===== src/rtl/pong_pkg.sv =====
// -----------------------------------------------------------------------------
// pong_pkg
// Shared constants and types for the pong video path: screen geometry,
// coordinate and colour widths, the scanner state encoding and the tag that
// travels with a query through the render pipeline.
// -----------------------------------------------------------------------------
package pong_pkg;

    localparam int SCREEN_W = 160;  // pixels per row
    localparam int SCREEN_H = 120;  // pixels per column
    localparam int X_W      = 8;    // column coordinate width
    localparam int Y_W      = 7;    // row coordinate width
    localparam int COLOUR_W = 3;    // VGA adapter colour width

    typedef enum logic [1:0] {
        IDLE  = 2'd0,
        SCAN  = 2'd1,
        DRAIN = 2'd2,
        GAP   = 2'd3
    } scan_state_t;

    // Query coordinates, tagged with validity and end-of-frame, one cycle
    // after issue while the renderer works out the colour.
    typedef struct packed {
        logic           valid;
        logic           last;
        logic [X_W-1:0] x;
        logic [Y_W-1:0] y;
    } pix_tag_t;

endpackage


===== src/rtl/raster_counter.sv =====
// -----------------------------------------------------------------------------
// raster_counter
// Column/row raster counter. The row is the inner (fast) coordinate, the column
// the outer one. Advancing from the last pixel wraps back to (0,0), so the
// counter rests at the origin whenever it is not advancing.
//
// Ports
//   clk        clock, rising edge
//   rst_n      asynchronous active-low reset, clears to (0,0)
//   i_advance  step to the next pixel this cycle
//   o_x, o_y   current column / row
//   o_last     current position is the final pixel (W-1, H-1)
// -----------------------------------------------------------------------------
module raster_counter #(
    parameter int W = pong_pkg::SCREEN_W,
    parameter int H = pong_pkg::SCREEN_H
) (
    input  logic                     clk,
    input  logic                     rst_n,
    input  logic                     i_advance,
    output logic [pong_pkg::X_W-1:0] o_x,
    output logic [pong_pkg::Y_W-1:0] o_y,
    output logic                     o_last
);
    import pong_pkg::*;

    localparam logic [X_W-1:0] X_LAST = X_W'(W - 1);
    localparam logic [Y_W-1:0] Y_LAST = Y_W'(H - 1);

    logic [X_W-1:0] r_x;
    logic [Y_W-1:0] r_y;
    logic           w_row_end;
    logic           w_last;

    assign w_row_end = (r_y == Y_LAST);
    assign w_last    = w_row_end && (r_x == X_LAST);

    // NOTE: state registers use non-blocking assignments so every register
    // samples the pre-edge values; blocking here would create order-dependent
    // simulation races and can mismatch the synthesised netlist.
    always_ff @(posedge clk or negedge rst_n) begin
        if (!rst_n) begin
            r_x <= '0;
            r_y <= '0;
        end else if (i_advance) begin
            if (w_last) begin
                r_x <= '0;
                r_y <= '0;
            end else if (w_row_end) begin
                r_x <= r_x + X_W'(1);
                r_y <= '0;
            end else begin
                r_y <= r_y + Y_W'(1);
            end
        end
    end

    assign o_x    = r_x;
    assign o_y    = r_y;
    assign o_last = w_last;

endmodule


===== src/rtl/pixel_scanner.sv =====
// -----------------------------------------------------------------------------
// pixel_scanner
// Walks every screen pixel once per frame, asks the renderer for its colour and
// writes it to the VGA adapter. A frame is SCAN (one query per cycle), DRAIN
// (two cycles to flush the pipeline) and GAP (GAP_CYCLES cycles during which
// game state may be updated). GAP_CYCLES must be at least 1.
//
// Ports
//   CLOCK_50       clock, rising edge
//   resetn         asynchronous active-low reset
//   enable         allows a new frame to start (from IDLE or at end of GAP)
//   query_x/_y     pixel presented to the renderer this cycle
//   pix_colour     renderer answer for the previous cycle's query
//   x, y, colour   VGA adapter write data (zero when plot is low)
//   plot           VGA adapter write strobe
//   frame_start    pulse in the first SCAN cycle
//   frame_done     pulse with the final plot of a frame
//   update_window  high in every GAP cycle
//   frame_count    completed frames, wraps at 256
// -----------------------------------------------------------------------------
module pixel_scanner #(
    parameter int SCREEN_W   = pong_pkg::SCREEN_W,
    parameter int SCREEN_H   = pong_pkg::SCREEN_H,
    parameter int GAP_CYCLES = 16
) (
    input  logic                          CLOCK_50,
    input  logic                          resetn,
    input  logic                          enable,
    output logic [pong_pkg::X_W-1:0]      query_x,
    output logic [pong_pkg::Y_W-1:0]      query_y,
    input  logic [pong_pkg::COLOUR_W-1:0] pix_colour,
    output logic [pong_pkg::X_W-1:0]      x,
    output logic [pong_pkg::Y_W-1:0]      y,
    output logic [pong_pkg::COLOUR_W-1:0] colour,
    output logic                          plot,
    output logic                          frame_start,
    output logic                          frame_done,
    output logic                          update_window,
    output logic [7:0]                    frame_count
);
    import pong_pkg::*;

    localparam int               GAP_W    = (GAP_CYCLES > 1) ? $clog2(GAP_CYCLES) : 1;
    localparam logic [GAP_W-1:0] GAP_LAST = GAP_W'(GAP_CYCLES - 1);

    scan_state_t         r_state;
    logic                r_drain;        // 0 = first DRAIN cycle, 1 = second
    logic [GAP_W-1:0]    r_gap;
    logic                r_frame_start;
    logic                r_update_window;

    logic [X_W-1:0]      w_query_x;
    logic [Y_W-1:0]      w_query_y;
    logic                w_last;
    logic                w_scanning;

    pix_tag_t            r_s1;
    logic [X_W-1:0]      r_x;
    logic [Y_W-1:0]      r_y;
    logic [COLOUR_W-1:0] r_colour;
    logic                r_plot;
    logic                r_frame_done;
    logic [7:0]          r_frame_count;

    assign w_scanning = (r_state == SCAN);

    raster_counter #(
        .W (SCREEN_W),
        .H (SCREEN_H)
    ) u_raster (
        .clk       (CLOCK_50),
        .rst_n     (resetn),
        .i_advance (w_scanning),
        .o_x       (w_query_x),
        .o_y       (w_query_y),
        .o_last    (w_last)
    );

    // Frame sequencer. frame_start and update_window are registered alongside
    // the state so they line up exactly with the SCAN / GAP cycles.
    always_ff @(posedge CLOCK_50 or negedge resetn) begin
        if (!resetn) begin
            r_state         <= IDLE;
            r_drain         <= 1'b0;
            r_gap           <= '0;
            r_frame_start   <= 1'b0;
            r_update_window <= 1'b0;
        end else begin
            r_frame_start <= 1'b0;
            case (r_state)
                IDLE: begin
                    if (enable) begin
                        r_state       <= SCAN;
                        r_frame_start <= 1'b1;
                    end
                end
                SCAN: begin
                    // enable is ignored here: a started frame always completes.
                    if (w_last) begin
                        r_state <= DRAIN;
                        r_drain <= 1'b0;
                    end
                end
                DRAIN: begin
                    if (r_drain) begin
                        r_state         <= GAP;
                        r_gap           <= '0;
                        r_update_window <= 1'b1;
                    end else begin
                        r_drain <= 1'b1;
                    end
                end
                GAP: begin
                    if (r_gap == GAP_LAST) begin
                        r_update_window <= 1'b0;
                        if (enable) begin
                            r_state       <= SCAN;
                            r_frame_start <= 1'b1;
                        end else begin
                            r_state <= IDLE;
                        end
                    end else begin
                        r_gap <= r_gap + GAP_W'(1);
                    end
                end
                default: r_state <= IDLE;
            endcase
        end
    end

    // Two-stage render pipeline: stage 1 holds the query while the renderer
    // answers, stage 2 captures that answer and drives the adapter.
    // NOTE: the pipeline registers are reset too, so a reset mid-frame drops
    // any in-flight pixels instead of plotting stale data after release.
    always_ff @(posedge CLOCK_50 or negedge resetn) begin
        if (!resetn) begin
            r_s1          <= '0;
            r_x           <= '0;
            r_y           <= '0;
            r_colour      <= '0;
            r_plot        <= 1'b0;
            r_frame_done  <= 1'b0;
            r_frame_count <= '0;
        end else begin
            r_s1.valid <= w_scanning;
            r_s1.last  <= w_scanning && w_last;
            r_s1.x     <= w_query_x;
            r_s1.y     <= w_query_y;

            r_plot       <= r_s1.valid;
            r_frame_done <= r_s1.last;
            r_x          <= r_s1.valid ? r_s1.x     : '0;
            r_y          <= r_s1.valid ? r_s1.y     : '0;
            r_colour     <= r_s1.valid ? pix_colour : '0;

            if (r_frame_done) begin
                r_frame_count <= r_frame_count + 8'd1;
            end
        end
    end

    assign query_x       = w_query_x;
    assign query_y       = w_query_y;
    assign x             = r_x;
    assign y             = r_y;
    assign colour        = r_colour;
    assign plot          = r_plot;
    assign frame_start   = r_frame_start;
    assign frame_done    = r_frame_done;
    assign update_window = r_update_window;
    assign frame_count   = r_frame_count;

endmodule


===== config.mk =====
export PLATFORM = sky130hd
export DESIGN_NAME = pixel_scanner
export DESIGN_NICKNAME = d
export VERILOG_FILES = /design/src/rtl/pong_pkg.sv /design/src/rtl/raster_counter.sv /design/src/rtl/pixel_scanner.sv
export SDC_FILE = /design/constraint.sdc
export NUM_CORES = 1
export LEC_CHECK = 0
export ABC_CLOCK_PERIOD_IN_PS = 2700
export BUFFER_PORTS_ARGS = -buffer_cell sky130_fd_sc_hd__buf_2
export CORE_ASPECT_RATIO = 0.7
export CORE_MARGIN = 2
export CORE_UTILIZATION = 40
export CTS_CLUSTER_SIZE = 20
export DETAILED_ROUTE_END_ITERATION = 7
export MAX_ROUTING_LAYER = met4
export SLEW_MARGIN = 10
export SYNTH_ARGS = -nofsm -noshare
export SYNTH_HDL_FRONTEND = slang
export SYNTH_SLANG_ARGS = --single-unit

===== constraint.sdc =====
create_clock -name CLOCK_50 -period 2.7 [get_ports CLOCK_50]
set_input_delay 0.27 -clock CLOCK_50 [delete_from_list [all_inputs] [get_ports CLOCK_50]]
set_output_delay 0.27 -clock CLOCK_50 [all_outputs]
set_load 0.05 [all_outputs]

==> flow_metrics.env <==
export IMPL_fin_worst_hold_slack_ps=143.3
export IMPL_worstPathRequired_ps=2960
export IMPL_mostFrequentLayoutCells="69 x sky130_fd_sc_hd__dfrtp_1, 50 x sky130_fd_sc_hd__buf_2, 20 x sky130_fd_sc_hd__and2_1"
export IMPL_grt_antenna_before_repair=0
export IMPL_dr_pass1_iters=5
export IMPL_synthesis_instances=227
export IMPL_floorplan_initialDensity_pct=40.95
export IMPL_critical_path_reg2reg_startpoint="r_state[1]"
export IMPL_fin_worst_skew_ps=7.256
export IMPL_synth_edf_count=0
export IMPL_setup_viol=0
export IMPL_placement_rows=25
export IMPL_grt_max_degree=31
export IMPL_synth_warning_count=0
export IMPL_async_sr_flop_fraction_pct=100.0
export IMPL_cts_root_to_sink_buffers=2
export IMPL_timing_worst_setup_path_type="flop to flop"
export IMPL_seq_area_sq_mm=0.001727
export IMPL_clock_tree_from_tritoncts="done"
export IMPL_remaining_drc_errors=0
export IMPL_synth_ff_latch_count=69
export IMPL_place_gp_congestion=0.7549
export IMPL_total_via_count_after_detailed_routing=1856
export IMPL_clkSlewWorstSetupHoldPaths_ps=80
export IMPL_layout_cells_most_common="sky130_fd_sc_hd__dfrtp_1"
export IMPL_yosysSeqAreaShare_pct=62.98
export IMPL_numClockSinks=69
export IMPL_worst_slew_pin_slew_ps=722.8
export IMPL_mappedNetlistArea_sq_mm=0.002741
export IMPL_grt_usage_pct=15.24
export IMPL_fin_nets=301
export IMPL_die_area_sq_mm=0.007542
export IMPL_netlist_cell_type_count=42
export IMPL_setup_worst_path_end_class="flop"
export IMPL_hold_path_end="colour[0]"
export IMPL_cts_buffers_inserted=9
export IMPL_maxClockFrequency_ghz=0.4545
export IMPL_finalCritPeriodShare_pct=81.50
export IMPL_via_per_inst=4.821
export IMPL_initialDrtViolationCount=49
export IMPL_grt_ovfl_total=0
export IMPL_pwr_density_cell_mw_per_mm2=976.2
export IMPL_io_pins=51
export IMPL_synthDominantAreaCellType="sky130_fd_sc_hd__dfrtp_1"
export IMPL_hold_class="input pin to flop"
export IMPL_flow_area_growth_from_synthesis_pct=22.50
export IMPL_run_status="completed"
export IMPL_route_antenna_remaining_nets=0
export IMPL_post_dp_hpwl_mm=3.684
export IMPL_setup_tns_final_ps=0
export IMPL_die_height_um=73.27
export IMPL_cp_start_kind="flop"
export IMPL_die_width_um=102.9
export IMPL_post_synth_cell_area_avg_sq_um=12.08
export IMPL_r2r_cells=6
export IMPL_max_slew_margin_rel_pct=51.37
export IMPL_ctsHtreeMaxLevel=3
export IMPL_final_period_minus_worst_setup_slack_ps=2200
export IMPL_worst_ep_arrival_time_ps=2460
export IMPL_report_final_hold_viol_count=0
export IMPL_grt_pass1_vias=1690
export IMPL_yosysTopAreaCellShare_pct=62.98
export IMPL_multi_input_area_sq_um=944.7
export IMPL_count_of_buffers_inserted_at_the_top_level_ports=50
export IMPL_unrepaired_setup_endpoints_after_global_routing="false"
export IMPL_finalWirelength_mm=5.067
export IMPL_hold_path_depth=2
export IMPL_maxSlewViolCount=0
export IMPL_syn_nets=242
export IMPL_maxCapViolCount=0
export IMPL_synthTopCellsByArea="sky130_fd_sc_hd__dfrtp_1 63%, sky130_fd_sc_hd__and2_1 4.6%, sky130_fd_sc_hd__ha_1 4.1%"
export IMPL_cp_max_fo=9
export IMPL_antenna_cells=0
export IMPL_filler_cell_count=632
export IMPL_clk_root_buffer_cell="sky130_fd_sc_hd__clkbuf_8"
export IMPL_reg2reg_to="u_raster.o_x[3]"
export IMPL_fp_coreArea_sq_mm=0.006694
export IMPL_leakage_nw=1.731
export IMPL_drive_above_1_share_pct=25.77
export IMPL_ir_worst_vdd_uv=710.3
export IMPL_min_from="pix_colour[0]"
export IMPL_detail_route_wl_per_cell_um=13.16
export IMPL_r2r_setup_slack_ps=500
export IMPL_grt_first_pass_wirelength_mm=8.266
export IMPL_clkLatencyLatePin_ps=340
export IMPL_yosys_most_used_dff="sky130_fd_sc_hd__dfrtp_1"
power breakdown:
| group | internal, mW | total, mW | switching [mW] |
|---|---|---|---|
| Combinational | 0.301 | 0.898 | 0.597 |
| Sequential | 1.19 | 1.36 | 0.170 |
| Clock | 0.642 | 1.02 | 0.373 |
| Total | 2.14 | 3.28 | 1.14 |
how the worst max path moves through the flow:
stage | start | end
5_1_grt | r_state[1] | u_raster.o_x[3]
6_report | r_state[1] | u_raster.o_x[3]
3_3_place_gp | r_state[1] | u_raster.o_x[7]
3_5_place_dp | r_state[1] | u_raster.o_x[3]
2_1_floorplan | u_raster.o_y[0] | u_raster.o_x[3]
4_1_cts | r_state[1] | u_raster.o_x[3]
Yosys cell counts (5+ instances only):
cell                      count
sky130_fd_sc_hd__dfrtp_1     69
sky130_fd_sc_hd__and2_1      20
sky130_fd_sc_hd__nand2_1     18
sky130_fd_sc_hd__inv_1       10
sky130_fd_sc_hd__ha_1         9
sky130_fd_sc_hd__nand4_1      9
sky130_fd_sc_hd__o21ai_0      9
sky130_fd_sc_hd__nand3_1      8
sky130_fd_sc_hd__xnor2_1      8
sky130_fd_sc_hd__a21oi_1      7
sky130_fd_sc_hd__nor2_1       6
sky130_fd_sc_hd__and3_1       5
critical path, cell delays in order (launching register included):
cell and delay [ps]:
sky130_fd_sc_hd__dfrtp_1 420, sky130_fd_sc_hd__inv_1 120, sky130_fd_sc_hd__ha_1 350, sky130_fd_sc_hd__nand2_2 120, sky130_fd_sc_hd__or4_1 650, sky130_fd_sc_hd__or3_1 380, sky130_fd_sc_hd__o21ai_1 90
stage by stage:
| stage | instances | total power, mW | util (%) | instance area [sq um] | setup slack [ps] |
|---|---|---|---|---|---|
| global route | 385 | 3.486 | 50.17 | 3358 | 314.4 |
| global placement | 368 | 2.272 | 46.30 | 3099 | 607.3 |
| detailed placement | 368 | 2.287 | 46.30 | 3099 | 515.4 |
| finish | 385 | 3.278 | 50.17 | 3358 | 499.6 |
| floorplan | 227 | 2.060 | - | 2741 | 527.5 |
| CTS | 385 | 3.325 | 50.17 | 3358 | 493.3 |
cell type report:
cell class                      instances  share of cell area, %
Clock buffer                           11                  4.210
Clock inverter                          5                  3.204
Inverter                               10                  1.118
Multi-Input combinational cell        142                  28.13
Sequential cell                        69                  51.42
Tap cell                               94                  3.502
Timing Repair Buffer                   54                  8.420
layer usage:
metal	share of wire, %	vias to the layer above	track usage [%]
li1	-	914	-
met1	51	886	21.16
met2	43	50	20.49
met3	5.8	6	5.233
met4	0.93	0	6.140
met5	0	-	-
state kept, by name, indices dropped and copies added (netlist names), 2 cells and up:
| register | flops |
|---|---|
| u_raster.o_x | 8 |
| y | 7 |
| r_s1 | 17 |
| colour | 3 |
| r_state | 2 |
| x | 8 |
| r_gap | 4 |
| u_raster.o_y | 7 |
| frame_count | 8 |
repair_timing:
action                                 CTS  global route
endpoints found under the hold margin   27             0
resized for setup                        0             0
buffers inserted                         0             0
hold buffers                             1             0
logic make-up (layout without fill, tap and decap cells):
| kind of cell | after synthesis | after routing | synth area share, % |
|---|---|---|---|
| adder cells (fa/ha/maj) | 9 | 9 | 4.108 |
| XOR/XNOR | 11 | 11 | 3.515 |
| buffers and inverters | 16 | 80 | 2.556 |
| multiplexers | 5 | 5 | 1.963 |
| AO/OA/AOI/OAI | 35 | 35 | 8.216 |
| AND/OR/NAND/NOR | 82 | 82 | 16.66 |
| flip-flops | 69 | 69 | 62.99 |
Note: power is estimated with default switching activity, not from simulation.
